<file path="src/rtl/snn_pkg.sv">
// Shared definitions for the spiking layer.
//   snn_state_t : layer control states
//   SAT_GUARD   : extra headroom bits used when forming the membrane update
//                 before it is clamped back to the membrane width
package snn_pkg;

    typedef enum logic [1:0] {
        IDLE = 2'd0,
        RUN  = 2'd1,
        DONE = 2'd2
    } snn_state_t;

    localparam int unsigned SAT_GUARD = 2;

endpackage

</file>
<file path="src/rtl/snn_lif.sv">
// One leaky integrate-and-fire neuron with binary (+1/-1) synapses.
// Ports:
//   clk, rst_n   : clock, asynchronous active-low reset
//   clear_i      : zero membrane and spike count (new inference)
//   accept_i     : a timestep is being consumed this cycle
//   spike_in_i   : input spikes of the current timestep
//   w_i          : synapse signs, 1 = +1, 0 = -1
//   thr_i        : signed firing threshold
//   fire_o       : neuron fires if this timestep is accepted (combinational)
//   cnt_o        : saturating spike total
module snn_lif
    import snn_pkg::*;
#(
    parameter int unsigned N_IN       = 4,
    parameter int unsigned VMEM_WIDTH = 8,
    parameter int unsigned CNT_WIDTH  = 5,
    parameter int unsigned LEAK_SHIFT = 2
) (
    input  logic                         clk,
    input  logic                         rst_n,
    input  logic                         clear_i,
    input  logic                         accept_i,
    input  logic [N_IN-1:0]              spike_in_i,
    input  logic [N_IN-1:0]              w_i,
    input  logic signed [VMEM_WIDTH-1:0] thr_i,
    output logic                         fire_o,
    output logic [CNT_WIDTH-1:0]         cnt_o
);

    localparam int unsigned EW = VMEM_WIDTH + SAT_GUARD;
    localparam logic signed [EW-1:0] ONE  = {{(EW-1){1'b0}}, 1'b1};
    localparam logic signed [EW-1:0] VMAX = {{(SAT_GUARD+1){1'b0}}, {(VMEM_WIDTH-1){1'b1}}};
    localparam logic signed [EW-1:0] VMIN = {{(SAT_GUARD+1){1'b1}}, {(VMEM_WIDTH-1){1'b0}}};

    logic signed [VMEM_WIDTH-1:0] v_q, v_next;
    logic [CNT_WIDTH-1:0]         cnt_q;
    logic signed [EW-1:0]         v_ext, syn, sum;

    always_comb begin
        syn = '0;
        for (int unsigned i = 0; i < N_IN; i++) begin
            if (spike_in_i[i]) begin
                syn = w_i[i] ? (syn + ONE) : (syn - ONE);
            end
        end
        v_ext = {{SAT_GUARD{v_q[VMEM_WIDTH-1]}}, v_q};
        sum   = v_ext - (v_ext >>> LEAK_SHIFT) + syn;
        if (sum > VMAX) begin
            v_next = VMAX[VMEM_WIDTH-1:0];
        end else if (sum < VMIN) begin
            v_next = VMIN[VMEM_WIDTH-1:0];
        end else begin
            v_next = sum[VMEM_WIDTH-1:0];
        end
        fire_o = (v_next >= thr_i);
    end

    always_ff @(posedge clk or negedge rst_n) begin
        if (!rst_n) begin
            v_q   <= '0;
            cnt_q <= '0;
        end else if (clear_i) begin
            v_q   <= '0;
            cnt_q <= '0;
        end else if (accept_i) begin
            v_q <= fire_o ? '0 : v_next;
            if (fire_o && (cnt_q != '1)) begin
                cnt_q <= cnt_q + 1'b1;
            end
        end
    end

    assign cnt_o = cnt_q;

endmodule

</file>
<file path="src/rtl/snn_layer.sv">
// Fully connected layer of N_OUT LIF neurons driven by N_IN spike channels
// over T_STEPS timesteps per inference.
// Ports:
//   CLK, nRST          : clock, asynchronous active-low reset
//   start              : begin an inference (honoured only when idle)
//   spike_in, in_valid : one timestep of input spikes; in_ready = accepted
//   weights            : binary synapses, bit [o*N_IN+i]
//   threshold          : signed firing threshold, latched at start
//   spike_out/out_valid: registered per-timestep output spikes
//   spike_count        : per-neuron saturating spike totals
//   busy, finish       : running flag, end-of-inference pulse
module snn_layer
    import snn_pkg::*;
#(
    parameter int unsigned N_IN       = 4,
    parameter int unsigned N_OUT      = 4,
    parameter int unsigned T_STEPS    = 16,
    parameter int unsigned VMEM_WIDTH = 8,
    parameter int unsigned CNT_WIDTH  = 5,
    parameter int unsigned LEAK_SHIFT = 2
) (
    input  logic                       CLK,
    input  logic                       nRST,
    input  logic                       start,
    input  logic [N_IN-1:0]            spike_in,
    input  logic                       in_valid,
    output logic                       in_ready,
    input  logic [N_OUT*N_IN-1:0]      weights,
    input  logic [VMEM_WIDTH-1:0]      threshold,
    output logic [N_OUT-1:0]           spike_out,
    output logic                       out_valid,
    output logic [N_OUT*CNT_WIDTH-1:0] spike_count,
    output logic                       busy,
    output logic                       finish
);

    localparam int unsigned TW = (T_STEPS > 1) ? $clog2(T_STEPS) : 1;

    snn_state_t                   state_q;
    logic [TW-1:0]                tstep_q;
    logic signed [VMEM_WIDTH-1:0] thr_q;
    logic [N_OUT-1:0]             spike_out_q;
    logic                         out_valid_q;
    logic                         finish_q;
    logic [N_OUT-1:0]             fire;
    logic                         accept;
    logic                         clear;
    logic                         last_step;

    assign accept    = in_valid && (state_q == RUN);
    assign clear     = start && (state_q == IDLE);
    assign last_step = (tstep_q == TW'(T_STEPS - 1));

    genvar o;
    generate
        for (o = 0; o < N_OUT; o++) begin : g_neuron
            snn_lif #(
                .N_IN      (N_IN),
                .VMEM_WIDTH(VMEM_WIDTH),
                .CNT_WIDTH (CNT_WIDTH),
                .LEAK_SHIFT(LEAK_SHIFT)
            ) u_lif (
                .clk       (CLK),
                .rst_n     (nRST),
                .clear_i   (clear),
                .accept_i  (accept),
                .spike_in_i(spike_in),
                .w_i       (weights[o*N_IN +: N_IN]),
                .thr_i     (thr_q),
                .fire_o    (fire[o]),
                .cnt_o     (spike_count[o*CNT_WIDTH +: CNT_WIDTH])
            );
        end
    endgenerate

    // finish is raised on the edge that accepts the last step, so it is
    // high during DONE together with the final out_valid.
    always_ff @(posedge CLK or negedge nRST) begin
        if (!nRST) begin
            state_q     <= IDLE;
            tstep_q     <= '0;
            thr_q       <= '0;
            spike_out_q <= '0;
            out_valid_q <= 1'b0;
            finish_q    <= 1'b0;
        end else begin
            out_valid_q <= accept;
            finish_q    <= 1'b0;
            if (accept) begin
                spike_out_q <= fire;
            end
            case (state_q)
                IDLE: begin
                    if (start) begin
                        state_q <= RUN;
                        tstep_q <= '0;
                        thr_q   <= threshold;
                    end
                end
                RUN: begin
                    if (in_valid) begin
                        if (last_step) begin
                            state_q  <= DONE;
                            finish_q <= 1'b1;
                            tstep_q  <= '0;
                        end else begin
                            tstep_q <= tstep_q + 1'b1;
                        end
                    end
                end
                DONE:    state_q <= IDLE;
                default: state_q <= IDLE;
            endcase
        end
    end

    assign in_ready  = (state_q == RUN);
    assign busy      = (state_q == RUN);
    assign spike_out = spike_out_q;
    assign out_valid = out_valid_q;
    assign finish    = finish_q;

endmodule

</file>
<file path="config.mk">
export PLATFORM = sky130hd
export DESIGN_NAME = snn_layer
export DESIGN_NICKNAME = d
export VERILOG_FILES = /design/src/rtl/snn_pkg.sv /design/src/rtl/snn_lif.sv /design/src/rtl/snn_layer.sv
export SDC_FILE = /design/constraint.sdc
export NUM_CORES = 1
export LEC_CHECK = 0
export CORE_MARGIN = 10
export CORE_UTILIZATION = 60
export CTS_CLUSTER_DIAMETER = 100
export CTS_CLUSTER_SIZE = 40
export DETAILED_ROUTE_END_ITERATION = 6
export PLACE_DENSITY = 0.8
export RECOVER_POWER = 25
export REMOVE_ABC_BUFFERS = 1
export SETUP_SLACK_MARGIN = 0.15
export SLEW_MARGIN = 0
export SYNTH_ARGS = -nofsm -noshare
export SYNTH_HDL_FRONTEND = slang
export SYNTH_SLANG_ARGS = --single-unit
</file>
<file path="constraint.sdc">
create_clock -name CLK -period 6.4 [get_ports CLK]
set_input_delay 1.28 -clock CLK [delete_from_list [all_inputs] [get_ports CLK]]
set_output_delay 1.28 -clock CLK [all_outputs]
set_load 0.005 [all_outputs]
</file>
; After elaboration in Yosys (flattened, before gate mapping)
; Index checks and enable logic that the tools add are counted.
[word_totals]
latch_bits = 0
ramBits = 0
out_inout_bits = 28
rom_bits = 0
wordCells = 167
in_bits = 32
regBits = 72
n_memories = 0
[op_classes]
eq_ne = 9
n_mul = 0
order_cmp = 12
n_reduce_logical = 20
n_mux = 75
addsub = 37
div_mod_pow = 0
n_bitwise = 0
n_shift = 0
[ops]
columns = op, n
row1 = $mux W10, 32
row2 = $mux W8, 20
row3 = $add A10 B2 Y10 const B, 12
row4 = $sub A10 B2 Y10 const B, 12
row5 = $mux W5, 12
row6 = $add A10 B10 Y10, 4
row7 = $gt A10 B8 Y1 const B, 4
row8 = $lt A10 B8 Y1 const B, 4
row9 = $sub A8 B6 Y9, 4
row10 = $ge A8 B8 Y1, 4
row11 = $add A5 B1 Y5 const B, 4
row12 = $ne A5 B5 Y1 const B, 4
row13 = $mux W4, 3
row14 = $reduce_bool A2 Y1, 6
row15 = $reduce_and A2 Y1, 5
row16 = $pmux W4 S2, 1
row17 = $logic_and A1 B1 Y1, 6
row18 = $mux W2, 3
row19 = $reduce_and A3 Y1, 2
row20 = $add A4 B1 Y4 const B, 1
row21 = $eq A4 B4 Y1 const B, 1
row22 = $ne A2 B2 Y1 const B, 2
row23 = $pmux W2 S2, 1
row24 = $mux W1, 3
row25 = 3 further kinds, 3

; Longest topological paths before layout
[logic_depth]
depth_word = 20
ltp_mapped = 40
mapped_depth_nobuf = 38

; Cells and area by module
; Synthesis repeated with hierarchy kept, for this count alone.
[unflattened]
cells_unflattened = 1261
hier_area_um2 = 10968.0
[by_module_without_submodules]
columns = module, seq_area_each_um2, n_inst, cells_each, area_each_um2
row1 = snn_lif (g_neuron[2].u_lif ...), 325.3, 2, 292, 2493.6
row2 = snn_lif (g_neuron[1].u_lif), 325.3, 1, 305, 2578.7
row3 = snn_lif (g_neuron[0].u_lif), 325.3, 1, 310, 2553.7
row4 = snn_layer, 500.5, 1, 62, 848.3

; Worst setup path before layout
; Ideal clock, no wire load.
[synth_timing]
path_type = input-to-reg
from = in spike_in[0]
to = reg g_neuron[1].u_lif.v_q[3]
slack_ns = -2.292
arrival_ns = 8.602
stages = 39
path_buffers = 3
setup_ns = 0.090
required_ns = 6.310
path_cell_list = inv_2 nor2_1 fa_1 inv_1 fa_1 inv_1 fa_1 a21o_1 ha_1 clkbuf_1 a21oi_1 o21ai_0 a31oi_1 nor2_1 ha_1 or3_1 a211oi_1 nor2_1 [3 not listed] a21o_1 a21oi_1 nand2_1 xnor2_1 xnor2_1 o21bai_1 clkbuf_1 o21a_1 ha_1 nand2b_1 a21o_1 a21oi_1 o21ai_0 o41ai_1 nand2_1 or2_1 buf_2 o221ai_1
[synth_via]
elab_chain_len = 18
elab_cells_between_ends = 22
classes_between = 7 x add/sub / 3 x order compare / 12 x mux
[synth_rtl]
columns = item, line
row1 = "start, declared", snn_layer.sv:25  ; input logic [N_IN-1:0] spike_in,
row2 = $mux W10 *, snn_lif.sv:42  ; if (spike_in_i[i]) begin
row3 = $sub A10 B2 Y10 / $add A10 B2 Y10 (equally long branches), snn_lif.sv:43  ; syn = w_i[i] ? (syn + ONE) : (syn - ONE);
row4 = $mux W10, snn_lif.sv:43
row5 = $mux W10 *, snn_lif.sv:42
row6 = $sub A10 B2 Y10 / $add A10 B2 Y10 (equally long branches), snn_lif.sv:43
row7 = $mux W10, snn_lif.sv:43
row8 = $mux W10 *, snn_lif.sv:42
row9 = $sub A10 B2 Y10 / $add A10 B2 Y10 (equally long branches), snn_lif.sv:43
row10 = [2 not listed], n/a
row11 = $add A10 B10 Y10 *, snn_lif.sv:47  ; sum = v_ext - (v_ext >>> LEAK_SHIFT) + syn;
row12 = $lt A10 B8 Y1, snn_lif.sv:50  ; end else if (sum < VMIN) begin
row13 = $mux W8, snn_lif.sv:50
row14 = $mux W8 *, snn_lif.sv:48  ; if (sum > VMAX) begin
row15 = $ge A8 B8 Y1, snn_lif.sv:55  ; fire_o = (v_next >= thr_i);
row16 = $mux W8 *, snn_lif.sv:66  ; v_q <= fire_o ? '0 : v_next;
row17 = $mux W8 *, snn_lif.sv:65  ; end else if (accept_i) begin
row18 = $mux W8 *, snn_lif.sv:62  ; end else if (clear_i) begin
row19 = "end signal, assigned", snn_lif.sv:66
row20 = "end, declared", snn_lif.sv:35  ; logic signed [VMEM_WIDTH-1:0] v_q, v_next;
; Mark *: on every way between the ends. The rest lies on a longest branch, timed or not. The select of a mux whose other input is x is not followed.
; A chain may end at the register's enable or synchronous reset.

; Worst setup path after layout
[layout_timing]
from = in weights[4]
to = reg g_neuron[1].u_lif.cnt_q[0]
[layout_via]
elab_chain_len = 19
elab_cells_between_ends = 23
classes_between = 7 x add/sub / 3 x order compare / 10 x mux / 3 x reduce/logical
[layout_rtl]
columns = item, line
row1 = "start, declared", snn_layer.sv:28  ; input logic [N_OUT*N_IN-1:0] weights,
row2 = $mux W10 *, snn_lif.sv:43
row3 = $mux W10 *, snn_lif.sv:42
row4 = $sub A10 B2 Y10 / $add A10 B2 Y10 (equally long branches), snn_lif.sv:43
row5 = $mux W10, snn_lif.sv:43
row6 = $mux W10 *, snn_lif.sv:42
row7 = $sub A10 B2 Y10 / $add A10 B2 Y10 (equally long branches), snn_lif.sv:43
row8 = $mux W10, snn_lif.sv:43
row9 = $mux W10 *, snn_lif.sv:42
row10 = [3 not listed], n/a
row11 = $add A10 B10 Y10 *, snn_lif.sv:47
row12 = $lt A10 B8 Y1, snn_lif.sv:50
row13 = $mux W8, snn_lif.sv:50
row14 = $mux W8 *, snn_lif.sv:48
row15 = $ge A8 B8 Y1 *, snn_lif.sv:55
row16 = $logic_and A1 B1 Y1 *, snn_lif.sv:67  ; if (fire_o && (cnt_q != '1)) begin
row17 = $reduce_bool A2 Y1 (no line) *, n/a
row18 = $reduce_and A2 Y1 (no line) *, n/a
row19 = "end signal, assigned", snn_lif.sv:68  ; cnt_q <= cnt_q + 1'b1;
row20 = "end, declared", snn_lif.sv:36  ; logic [CNT_WIDTH-1:0] cnt_q;
; Mark *: on every way between the ends. The rest lies on a longest branch, timed or not.

==> results.ini <==
[synth]
yosysWarnings=0
ys_async_sr_fraction_pct=100.0
synth_edf_count=0
synthCells=1243
ys_ff_latch=72
synth_ff_type=dfrtp_1
syn_area_per_cell_um2=8.389
ys_types=69
synth_area_um2=10430
ys_seq_area_share_pct=17.28

[die]
fp.dieW_um=151.8
start_util_pct=60.71
die_area_um2=23050
rows=48
io_pins=60
coreArea_um2=17180
die_y_um=151.8

[clock_network]
clock_sinks=72
cts_inserted_buffers=9
cts_root_buf=clkbuf_16
clk_latency_ps=350
clk_pin_slew_ps=50
cts_tree=built
ctsLongestPathBuffers=2
hold_buffers=0
ctsHtreeMaxLevel=3

[timing]
setup_viol=56
min_period_over_period_pct=145.5
max_slew_margin_pct=-164.5
fmax_ghz=0.1074
post-route-min-period_ps=9313
holdWs_ps=490.0
tightest_slew_ps=3967
slew_violations=73
rsz0062_at_grt=true
setup_ws_ps=-2913
finalClockSkew_ps=10.85
hold_viol_final=0

[worst_setup_path]
max_stage_delay_ps=470
worstPathRequired_ps=6620
cp_common_cell=a21oi_2
cp.arrival_ps=9530
end_kind=flop
cp_slowest_cell=xnor2_2
startpoint_type=input port
critical_path_class=in2reg
critPathMaxFanout=6

[global_route]
grt_max_degree=73
grt_pass1_vias=12310
antenna_found_initial=0
grt_pass1_wl_mm=58.41
track_usage_pct=29.33
grt_overflow=0

[worst_hold_path]
hp-class=reg2reg

[final_layout]
final_nets=1875
num_antenna_cells=0
drive_above_1_share_pct=36.87
fin_util_pct=89.39
layout_common_cells=buf_4, ha_1, inv_1
fillers=686
stdcell_count=1882
final_common_cell=buf_4
syn2layout_area_growth_pct=47.25

[job]
maxCapViolCount=1

[outcome]
status=finished, violations left
violations=DRC, capacitance limit, slew limit, setup timing

[route]
via_per_inst=6.940
drt_iter0_markers=2006
routed_wl_mm=47.12
ant_nets=0
drc=1
wire_per_inst_um=25.04
dr.pass1.iters=7
dr_total_vias=13060

[placement]
dp_hpwl_mm=23.27
numPortBuffers=59
gp_congestion=0.8907
pre_cts_ws_ps=-2966
numPlacedInstances=1803

critical path, delay by kind of cell:
kind / cells / cell delay [ps]
fa+ha+maj: 7 / 2250
simple gates: 7 / 920
buf+inv: 7 / 1040
xor+xnor: 5 / 1180
compound gates: 13 / 2850
worst paths after layout:
kind	to	cells after the start	slack, ps	startpoint
setup / recovery	g_neuron[1].u_lif.cnt_o[0]	39	-2910	weights[4]
hold / removal	g_neuron[2].u_lif.v_q[7]	2	490	g_neuron[2].u_lif.v_q[7]
setup reg to reg	g_neuron[1].u_lif.cnt_o[0]	29	-90	g_neuron[1].u_lif.v_q[0]
hold reg to reg	g_neuron[2].u_lif.v_q[7]	2	490	g_neuron[2].u_lif.v_q[7]
max in group asynchronous	g_neuron[2].u_lif.v_q[7]	2	1750	nRST
min in group asynchronous	g_neuron[1].u_lif.v_q[4]	2	2420	nRST
cell usage after synthesis, types with 3 or more instances:
cell	n	area [µm²]
ha_1	156	1952
a21oi_1	111	555.5
inv_1	105	394.1
nor2_1	97	364.1
o21ai_0	92	460.4
nand2_1	76	285.3
dfrtp_1	72	1802
a21o_1	58	435.4
xnor2_1	55	481.7
xor2_1	42	367.9
fa_1	34	680.7
nand2b_1	31	193.9
mux2_2	28	315.3
clkbuf_1	19	71.32
nor2b_1	18	112.6
nor3_1	18	90.09
o21bai_1	18	135.1
a221o_1	15	150.1
nand3_1	15	75.07
o21a_1	14	105.1
a31oi_1	12	75.07
mux2i_1	12	120.1
a211oi_1	11	82.58
o22ai_1	11	68.82
and3_1	10	62.56
a211o_1	7	61.31
o221ai_1	7	61.31
or3_1	7	43.79
and2_1	5	31.28
o211ai_1	5	37.54
o41ai_1	5	43.79
or2_2	5	31.28
a21boi_0	4	30.03
buf_2	4	20.02
inv_2	4	15.01
nor3b_1	4	30.03
nor4_1	4	25.02
o21ai_2	4	35.03
buf_1	3	11.26
nand4_1	3	18.77
o31ai_1	3	22.52
xnor3_1	3	67.56
registers in the layout, summed over array words and instances (netlist names):
register / flops
g_neuron.u_lif.v_q: 32
spike_out: 4
finish: 1
tstep_q: 4
thr_q: 8
g_neuron.u_lif.cnt_o: 20
state_q: 2
out_valid: 1
stage by stage:
step / TNS (ps) / area (µm²)
finish: -133740 / 15350
global route: -141030 / 15350
CTS: -85070 / 14720
detailed placement: -157490 / 13460
global placement: -145960 / 13460
floorplan: -111420 / 10290
routing by layer:
layer | global-route usage [%] | share of wire (%) | vias to the layer above
met2 | 53.57 | 45 | 1297
met4 | 13.20 | 9.7 | 0
li1 | - | - | 5258
met1 | 32.72 | 33 | 5969
met5 | 0 | 0 | -
met3 | 4.516 | 12 | 538
layout make-up:
class	count	area [µm²]	area share, %
Clock buffer	11	252.7	1.646
Timing Repair Buffer	428	3443	22.43
Inverter	110	417.9	2.722
Multi-Input combinational cell	1032	9138	59.51
Sequential cell	72	1802	11.73
Tap cell	225	281.5	1.833
Clock inverter	4	20.02	0.1304
cells by family after synthesis:
kind of cell	count (synthesis)	synth area share, %
simple gates	305	14.09
buf+inv	139	5.232
xor+xnor	104	9.611
fa+ha+maj	190	25.25
compound gates	392	24.15
mux	41	4.392
flops	72	17.28
timing repair:
item	in CTS	in global routing
resized for setup	179	107
endpoints found under the hold margin	0	0
cloned	0	0
buffers inserted	39	25
setup endpoints to repair	56	56
pin swaps	150	96
Power is not shown: default switching activity piles up to over one toggle a cycle in this logic, so the estimate is an artifact.
